[config.mk]
export PLATFORM = sky130hd
export DESIGN_NAME = packer_ancho_param_flat
export DESIGN_NICKNAME = d
export VERILOG_FILES = /design/src/rtl/packer_ancho_param_if.sv /design/src/rtl/packer_ancho_param.sv /design/src/flat_wrapper.sv
export SDC_FILE = /design/constraint.sdc
export NUM_CORES = 1
export LEC_CHECK = 0
export BUFFER_PORTS_ARGS = -buffer_cell sky130_fd_sc_hd__buf_2
export CELL_PAD_IN_SITES_DETAIL_PLACEMENT = 0
export CELL_PAD_IN_SITES_GLOBAL_PLACEMENT = 2
export CORE_MARGIN = 3
export CORE_UTILIZATION = 38
export DETAILED_ROUTE_END_ITERATION = 7
export PLACE_DENSITY_LB_ADDON = 0.1
export SLEW_MARGIN = 20
export SYNTH_ARGS = -nofsm -noshare
export SYNTH_HDL_FRONTEND = slang
export SYNTH_SLANG_ARGS = --single-unit
[constraint.sdc]
create_clock -name clk_4f -period 2.96 [get_ports clk_4f]
set_input_delay 0.592 -clock clk_4f [delete_from_list [all_inputs] [get_ports clk_4f]]
set_output_delay 0.592 -clock clk_4f [all_outputs]
set_load 0.02 [all_outputs]
[src/rtl/packer_ancho_param_if.sv]
// Handshake and data bundle between the byte-stream source, the packer and the wide sink.
interface packer_ancho_param_if #(
    parameter int unsigned IN_W  = 8,
    parameter int unsigned RATIO = 4
) ();
    logic [IN_W-1:0]       data_in;
    logic                  valid_in;
    logic                  ready_in;
    logic                  flush;
    logic [IN_W*RATIO-1:0] data_out;
    logic [RATIO-1:0]      keep_out;
    logic                  valid_out;
    logic                  ready_out;

    // Source and sink side (drives beats, flush and downstream ready).
    modport master (
        output data_in, valid_in, flush, ready_out,
        input  ready_in, data_out, keep_out, valid_out
    );

    // Packer side.
    modport slave (
        input  data_in, valid_in, flush, ready_out,
        output ready_in, data_out, keep_out, valid_out
    );
endinterface

[src/rtl/packer_ancho_param.sv]
// Narrow-to-wide word packer: gathers RATIO beats of IN_W bits into one word, with
// selectable lane order, output backpressure and flush of a partial word plus keep mask.
module packer_ancho_param #(
    parameter int unsigned IN_W      = 8,
    parameter int unsigned RATIO     = 4,
    parameter bit          MSB_FIRST = 1'b1
) (
    input logic              clk_4f,
    input logic              reset,
    packer_ancho_param_if.slave bus
);
    localparam int unsigned      OUT_W = IN_W * RATIO;
    localparam int unsigned      CNT_W = $clog2(RATIO);
    localparam logic [CNT_W-1:0] LAST  = CNT_W'(RATIO - 1);

    logic [CNT_W-1:0] cnt_q;
    logic [OUT_W-1:0] acc_q;
    logic [RATIO-1:0] acc_keep_q;
    logic [OUT_W-1:0] data_q;
    logic [RATIO-1:0] keep_q;
    logic             valid_q;

    logic             slot_free;
    logic             ready_int;
    logic             acc_beat;
    logic             complete;
    logic [CNT_W-1:0] lane_sel;
    logic [OUT_W-1:0] acc_d;
    logic [RATIO-1:0] keep_d;

    // Handshake decode, lane selection and merge of the incoming beat into the accumulator.
    always_comb begin
        slot_free = !valid_q | bus.ready_out;
        // Only the completing beat needs a free output slot.
        ready_int = (cnt_q != LAST) | slot_free;
        acc_beat  = bus.valid_in & ready_int;
        lane_sel  = MSB_FIRST ? (LAST - cnt_q) : cnt_q;
        acc_d     = acc_q;
        keep_d    = acc_keep_q;
        if (acc_beat) begin
            for (int unsigned i = 0; i < RATIO; i++) begin
                if (lane_sel == CNT_W'(i)) begin
                    acc_d[i*IN_W +: IN_W] = bus.data_in;
                    keep_d[i]             = 1'b1;
                end
            end
        end
        // Full word on the last beat, or a flush closing a non-empty word (beat in this
        // cycle counts). A flush without a free slot is ignored; the source holds it.
        complete = (acc_beat & (cnt_q == LAST)) |
                   (bus.flush & slot_free & ((cnt_q != '0) | acc_beat));
    end

    // Accumulator, beat counter and output register with hold under backpressure.
    always_ff @(posedge clk_4f) begin
        if (reset) begin
            cnt_q      <= '0;
            acc_q      <= '0;
            acc_keep_q <= '0;
            data_q     <= '0;
            keep_q     <= '0;
            valid_q    <= 1'b0;
        end else if (complete) begin
            data_q     <= acc_d;
            keep_q     <= keep_d;
            valid_q    <= 1'b1;
            cnt_q      <= '0;
            acc_q      <= '0;
            acc_keep_q <= '0;
        end else begin
            if (valid_q & bus.ready_out) begin
                valid_q <= 1'b0;
            end
            if (acc_beat) begin
                acc_q      <= acc_d;
                acc_keep_q <= keep_d;
                cnt_q      <= cnt_q + 1'b1;
            end
        end
    end

    assign bus.ready_in  = ready_int;
    assign bus.data_out  = data_q;
    assign bus.keep_out  = keep_q;
    assign bus.valid_out = valid_q;
endmodule
[src/flat_wrapper.sv]
// flat-port wrapper written by rule: the top's interface ports become plain ports
module packer_ancho_param_flat 
#(
    parameter int unsigned IN_W      = 8,
    parameter int unsigned RATIO     = 4,
    parameter bit          MSB_FIRST = 1'b1
)
  (clk_4f, reset, bus_data_in, bus_valid_in, bus_flush, bus_ready_out, bus_ready_in, bus_data_out, bus_keep_out, bus_valid_out);
  packer_ancho_param_if #(.IN_W(IN_W), .RATIO(RATIO)) bus_i ();
  input logic clk_4f;
  input logic reset;
  input wire logic [$bits(bus_i.data_in)-1:0] bus_data_in;
  input wire logic [$bits(bus_i.valid_in)-1:0] bus_valid_in;
  input wire logic [$bits(bus_i.flush)-1:0] bus_flush;
  input wire logic [$bits(bus_i.ready_out)-1:0] bus_ready_out;
  output wire logic [$bits(bus_i.ready_in)-1:0] bus_ready_in;
  output wire logic [$bits(bus_i.data_out)-1:0] bus_data_out;
  output wire logic [$bits(bus_i.keep_out)-1:0] bus_keep_out;
  output wire logic [$bits(bus_i.valid_out)-1:0] bus_valid_out;
  assign bus_i.data_in = bus_data_in;
  assign bus_i.valid_in = bus_valid_in;
  assign bus_i.flush = bus_flush;
  assign bus_i.ready_out = bus_ready_out;
  assign bus_ready_in = bus_i.ready_in;
  assign bus_data_out = bus_i.data_out;
  assign bus_keep_out = bus_i.keep_out;
  assign bus_valid_out = bus_i.valid_out;
  packer_ancho_param #(.IN_W(IN_W), .RATIO(RATIO), .MSB_FIRST(MSB_FIRST)) u_core (.clk_4f(clk_4f), .reset(reset), .bus(bus_i));
endmodule
==> impl_metrics.yaml, run 1 <==
run_status:
  status: "completed"
critical_path:
  end_kind: "output port"
  worstSetupStartpointType: "register"
  crit_type: "reg -> out"
  arrival_ns: 1.78
  crit_required_ns: 2.37
  crit_fanout: 15
clock_network:
  cts_root_buf: "clkbuf_8"
  clk-insertion-delay-late_ns: 0.34
  cts.sinks: 75
  cts.repair.resized: 0
  cts_hold_buf: 0
  ctsHtreeMaxLevel: 3
  postCtsSetupBuffers: 0
  ctsLongestPathBuffers: 2
  cts_made_buffers: 9
  clk_pin_slew_ns: 0.08
  cts_tree: "done"
die:
  die_w_um: 99.0
  rows: 33
  die_h_um: 99.0
  core_area_um2: 8300
  io_pins: 51
  start_util_pct: 39.6
  die_area_um2: 9800
finish:
  fin_area_um2: 3760
  layout-drive-gt1-share_pct: 30.5
  fill_cells: 812
  nets: 376
  antenna_cells: 0
  area_delta_synth_final_pct: 14.6
timing:
  setup_viol: 0
  holdWs_ns: 0.437
  clock_skew_ns: 0.00807
  finalHoldViolations: 0
  fin_tns_setup_ns: 0
  rsz0062_at_grt: "false"
  maxSlewViolCount: 0
  period_share_pct: 80.3
  period_minus_slack_ns: 2.38
  relSlewSlack_pct: 59.1
  final.setup.worst_slack_ns: 0.584
  fmax_mhz: 421
  worst_pin_slew_ns: 0.613
global_route:
  grt_pass1_vias: 2653
  antenna_found_initial: 0
  grt_max_degree: 36
  grt.overflow.total: 0
  grt_pass1_wl_um: 14500
  grtUsageTotal_pct: 19.2
yosys:
  synth_top_cell_by_area: "dfxtp_1"
  synth_nets: 343
  syn_area_um2: 3280
  ys.flop_type: "dfxtp_1"
  ys_warn_count: 0
  synth_top_area_share_pct: 45.7
  yosysUniqueCellTypes: 29
  synthArstFlopShare_pct: 0
  syn_inst: 326
  ys_ff_latch: 75
  ys_seq_area_share_pct: 45.7
  avgSynthCellArea_um2: 10.1
  yosysMostFrequentCell: "dfxtp_1"
  ys_top_cells_by_area: "dfxtp_1, a311oi_2, a41oi_1, a21oi_1, nand3_1"
  synth_edf_count: 0
  synth_commonest_cells: "dfxtp_1, a21oi_1, a41oi_1, nand3_1, o21ai_0"
placement:
  dpl.hpwl_um: 5910
  routabilityCongestion: 0.735
  preCtsSetupSlack_ns: 0.582
  dpl_cell_area_um2: 3520
  portBuffers: 50
pwr:
  p_per_area_nw_per_um2: 644
  power_leakage_uw: 0.00130
  ir_drop_mv: 0.235
job:
  drv_cap: 0
detailed_routing:
  drt-total-wl_um: 9360
  drtAntennaViolNets: 0
  vias_per_cell: 5.90
  wire_per_inst_um: 20.0
  dr.max_layer_used: "met4"
  vias: 2768
  met1_length_um: 4290
  route.met3.wl_um: 395
  routed-wl-met2_um: 4510
  post-route-drc-count: 0
  first_iter_violations: 113
  drt-pass1-iter-count: 4
worst_hold_path:
  hold_path_class: "reg -> reg"
-- report_power, final --
part           internal [uW]  leakage, uW  switching (uW)
Clock                    581     0.000123             373
Combinational            129     0.000568             248
Sequential              1060     0.000612            26.8
Total                   1770      0.00130             648
-- cells by family (layout without fill, tap and decap cells) --
kind of cell	Yosys count	in the layout	share of synthesized area (%)
AO/OA/AOI/OAI	146	146	36.3
adder cells (fa/ha/maj)	4	4	1.52
buffers and inverters	46	84	7.77
flip-flops	75	75	45.7
AND/OR/NAND/NOR	55	55	8.72
-- metal layers --
| layer | track usage, % | vias to the layer above |
|---|---|---|
| met4 | 6.83 | 0 |
| met3 | 3.75 | 15 |
| met2 | 32.2 | 71 |
| met5 | 0 | - |
| li1 | - | 1340 |
| met1 | 24.6 | 1342 |
-- metrics by stage --
| stage | std cells | utilization (%) | total power [uW] |
|---|---|---|---|
| 2_1_floorplan | 326 | - | 1390 |
| 3_3_place_gp | 453 | 42.5 | 1490 |
| 3_5_place_dp | 453 | 42.5 | 1500 |
| 4_1_cts | 469 | 45.4 | 2450 |
| 5_1_grt | 469 | 45.4 | 2530 |
| 6_report | 469 | 45.4 | 2420 |
-- final timing paths --
path                                            from                      end  slack (ns)  depth (start not counted)
worst max register to register       u_core.cnt_q[0]  u_core.bus.data_out[21]        0.71                          5
worst max-delay path                 u_core.cnt_q[0]             bus_ready_in        0.58                          4
worst min-delay path            u_core.acc_keep_q[0]     u_core.acc_keep_q[0]        0.44                          2
worst min register to register  u_core.acc_keep_q[0]     u_core.acc_keep_q[0]        0.44                          2
-- final cells by class --
class	instances	area (um2)	share of cell area [%]
Timing Repair Buffer	62	340	9.04
Sequential cell	75	1500	39.9
Multi-Input combinational cell	205	1530	40.6
Inverter	6	22.5	0.598
Clock buffer	11	141	3.76
Tap cell	105	131	3.49
Clock inverter	5	100	2.66
-- layout by cell type (no fill, tap or decap) --
master and instances:
a31oi_1 1, and3b_1 1, a41o_1 1, clkbuf_8 10, clkinv_2 2, clkbuf_1 1, bufinv_16 3, nand2b_1 2
and4_4 1, nand2_1 5, a41oi_1 35, nand3_1 34, a31o_2 1, a211oi_2 3, inv_1 6, nand4_1 1
a311oi_2 27, dfxtp_1 75, buf_2 50, and2_1 4, buf_4 12, or2_1 2, nor2b_1 1, o21ai_0 34
a21oi_1 37, nor2_1 4, a311oi_1 5, a21oi_2 2, ha_1 4
-- state kept, by name, indices dropped and copies added, names as in the netlist --
signal	cells
u_core.cnt_q	2
u_core.bus.keep_out	4
u_core.bus.valid_out	1
u_core.bus.data_out	32
u_core.acc_q	32
u_core.acc_keep_q	4
-- critical path: stages, from the launching register on --
cell	delay, ns
dfxtp_1	0.34
ha_1	0.23
and3b_1	0.18
inv_1	0.42
buf_2	0.27
No activity file was read; power rests on OpenSTA's default activity.
==> inputs of run 2 (changes only) <==
- CORE_UTILIZATION: 38 -> 35
- clock period: 2.96 -> 2.3 ns (I/O delays scaled with it)
==> impl_metrics.yaml, run 2 (synthesized netlist as in run 1, its figures left out) <==
pwr:
  ir_drop_mv: 0.366
  p_per_area_nw_per_um2: 781
  power_leakage_uw: 0.00131
placement:
  portBuffers: 50
  dpl.hpwl_um: 6040
  routabilityCongestion: 0.771
  preCtsSetupSlack_ns: 0.554
timing:
  setup_viol: 0
  maxSlewViolCount: 0
  finalHoldViolations: 0
  final.setup.worst_slack_ns: 0.278
  period_share_pct: 87.9
  relSlewSlack_pct: 66.1
  fin_tns_setup_ns: 0
  fmax_mhz: 495
  worst_pin_slew_ns: 0.508
  rsz0062_at_grt: "false"
  period_minus_slack_ns: 2.02
  clock_skew_ns: 0.0105
critical_path:
  slowest_delay_ns: 0.35
  path_buf_inv: 2
  crit_family: "buffers and inverters"
  crit_type: "reg -> out"
  arrival_ns: 1.56
  worstSetupStartpointType: "register"
  slowest_stage: "dfxtp_1"
  end_kind: "output port"
  crit_fanout: 5
  path_cells: "ha_1, and3b_1, inv_1, buf_2"
  crit_required_ns: 1.84
global_route:
  grt_max_degree: 38
  grt.overflow.total: 0
  antenna_found_initial: 0
  grt-busiest-layer: "met2"
  grt_pass1_wl_um: 16000
  grt_pass1_vias: 2881
  grtUsageTotal_pct: 19.9
  grtUsageMet2_pct: 33.2
  use_met1_pct: 25.6
  met3_usage_pct: 5.21
finish:
  layout-drive-gt1-share_pct: 31.3
  antenna_cells: 0
  layout_commonest_cell: "dfxtp_1"
  mostFrequentLayoutCells: "dfxtp_1, buf_2, a21oi_1"
  area_delta_synth_final_pct: 15.2
  nets: 380
  fill_cells: 896
die:
  core_area_um2: 8930
  die_h_um: 103
  die_w_um: 103
  start_util_pct: 36.8
  die_area_um2: 10600
  rows: 34
  io_pins: 51
detailed_routing:
  vias_per_cell: 5.98
  drtAntennaViolNets: 0
  first_iter_violations: 139
  vias: 2841
  drt-pass1-iter-count: 4
  wire_per_inst_um: 20.9
  drt-total-wl_um: 9920
  post-route-drc-count: 0
clock_network:
  cts_tree: "done"
  postCtsSetupBuffers: 0
  cts.sinks: 75
  clk-insertion-delay-late_ns: 0.35
  cts.repair.resized: 0
  cts_root_buf: "clkbuf_8"
  clk_pin_slew_ns: 0.07
  cts_made_buffers: 9
  ctsLongestPathBuffers: 2
  cts_hold_buf: 0
  ctsHtreeMaxLevel: 3
job:
  drv_cap: 0
worst_hold_path:
  hold_path_class: "reg -> reg"
run_status:
  status: "completed"
## run 2: stage by stage
stage | cells | hold slack, ns | util, % | area, um2 | power [uW]
after floorplan | 326 | 0.409 | - | 3280 | 1790
after global placement | 460 | 0.432 | 40.1 | 3580 | 1940
after detailed placement | 460 | 0.425 | 40.1 | 3580 | 1940
after CTS | 475 | 0.437 | 42.4 | 3780 | 2990
after global routing | 475 | 0.451 | 42.4 | 3780 | 3080
final | 475 | 0.437 | 42.4 | 3780 | 2950
## run 2: path summary, 6_finish.rpt
check / startpoint / endpoint / slack (ns) / cells after the start
worst max-delay path: u_core.cnt_q[0] / bus_ready_in / 0.28 / 4
worst min-delay path: u_core.acc_keep_q[0] / u_core.acc_keep_q[0] / 0.44 / 2
worst max register to register: u_core.cnt_q[0] / u_core.bus.data_out[29] / 0.52 / 5
worst min register to register: u_core.acc_keep_q[0] / u_core.acc_keep_q[0] / 0.44 / 2
## run 2: metal layers
layer	part of all wire (%)	up-vias
met2	49	87
met5	0	-
met4	1.6	0
met3	5.4	15
met1	44	1388
li1	-	1351
## run 2: worst register-to-register path: cells and delay by family, from the launching register on
| family | cells | cell delay (ns) |
|---|---|---|
| flip-flops | 1 | 0.39 |
| adder cells (fa/ha/maj) | 1 | 0.25 |
| AND/OR/NAND/NOR | 1 | 0.23 |
| buffers and inverters | 1 | 0.31 |
| AO/OA/AOI/OAI | 2 | 0.53 |
## run 2: power by group
group	internal [uW]	total, uW	switching, uW
sequential	1370	1400	32.1
combinational	177	506	329
clock	553	1050	494
## run 2: layout make-up
type	count	area [um2]	area share, %
Clock buffer	11	151	4.00
Clock inverter	4	50.0	1.32
Inverter	6	22.5	0.595
Multi-Input combinational cell	205	1530	40.4
Sequential cell	75	1500	39.7
Tap cell	108	135	3.57
Timing Repair Buffer	66	395	10.4
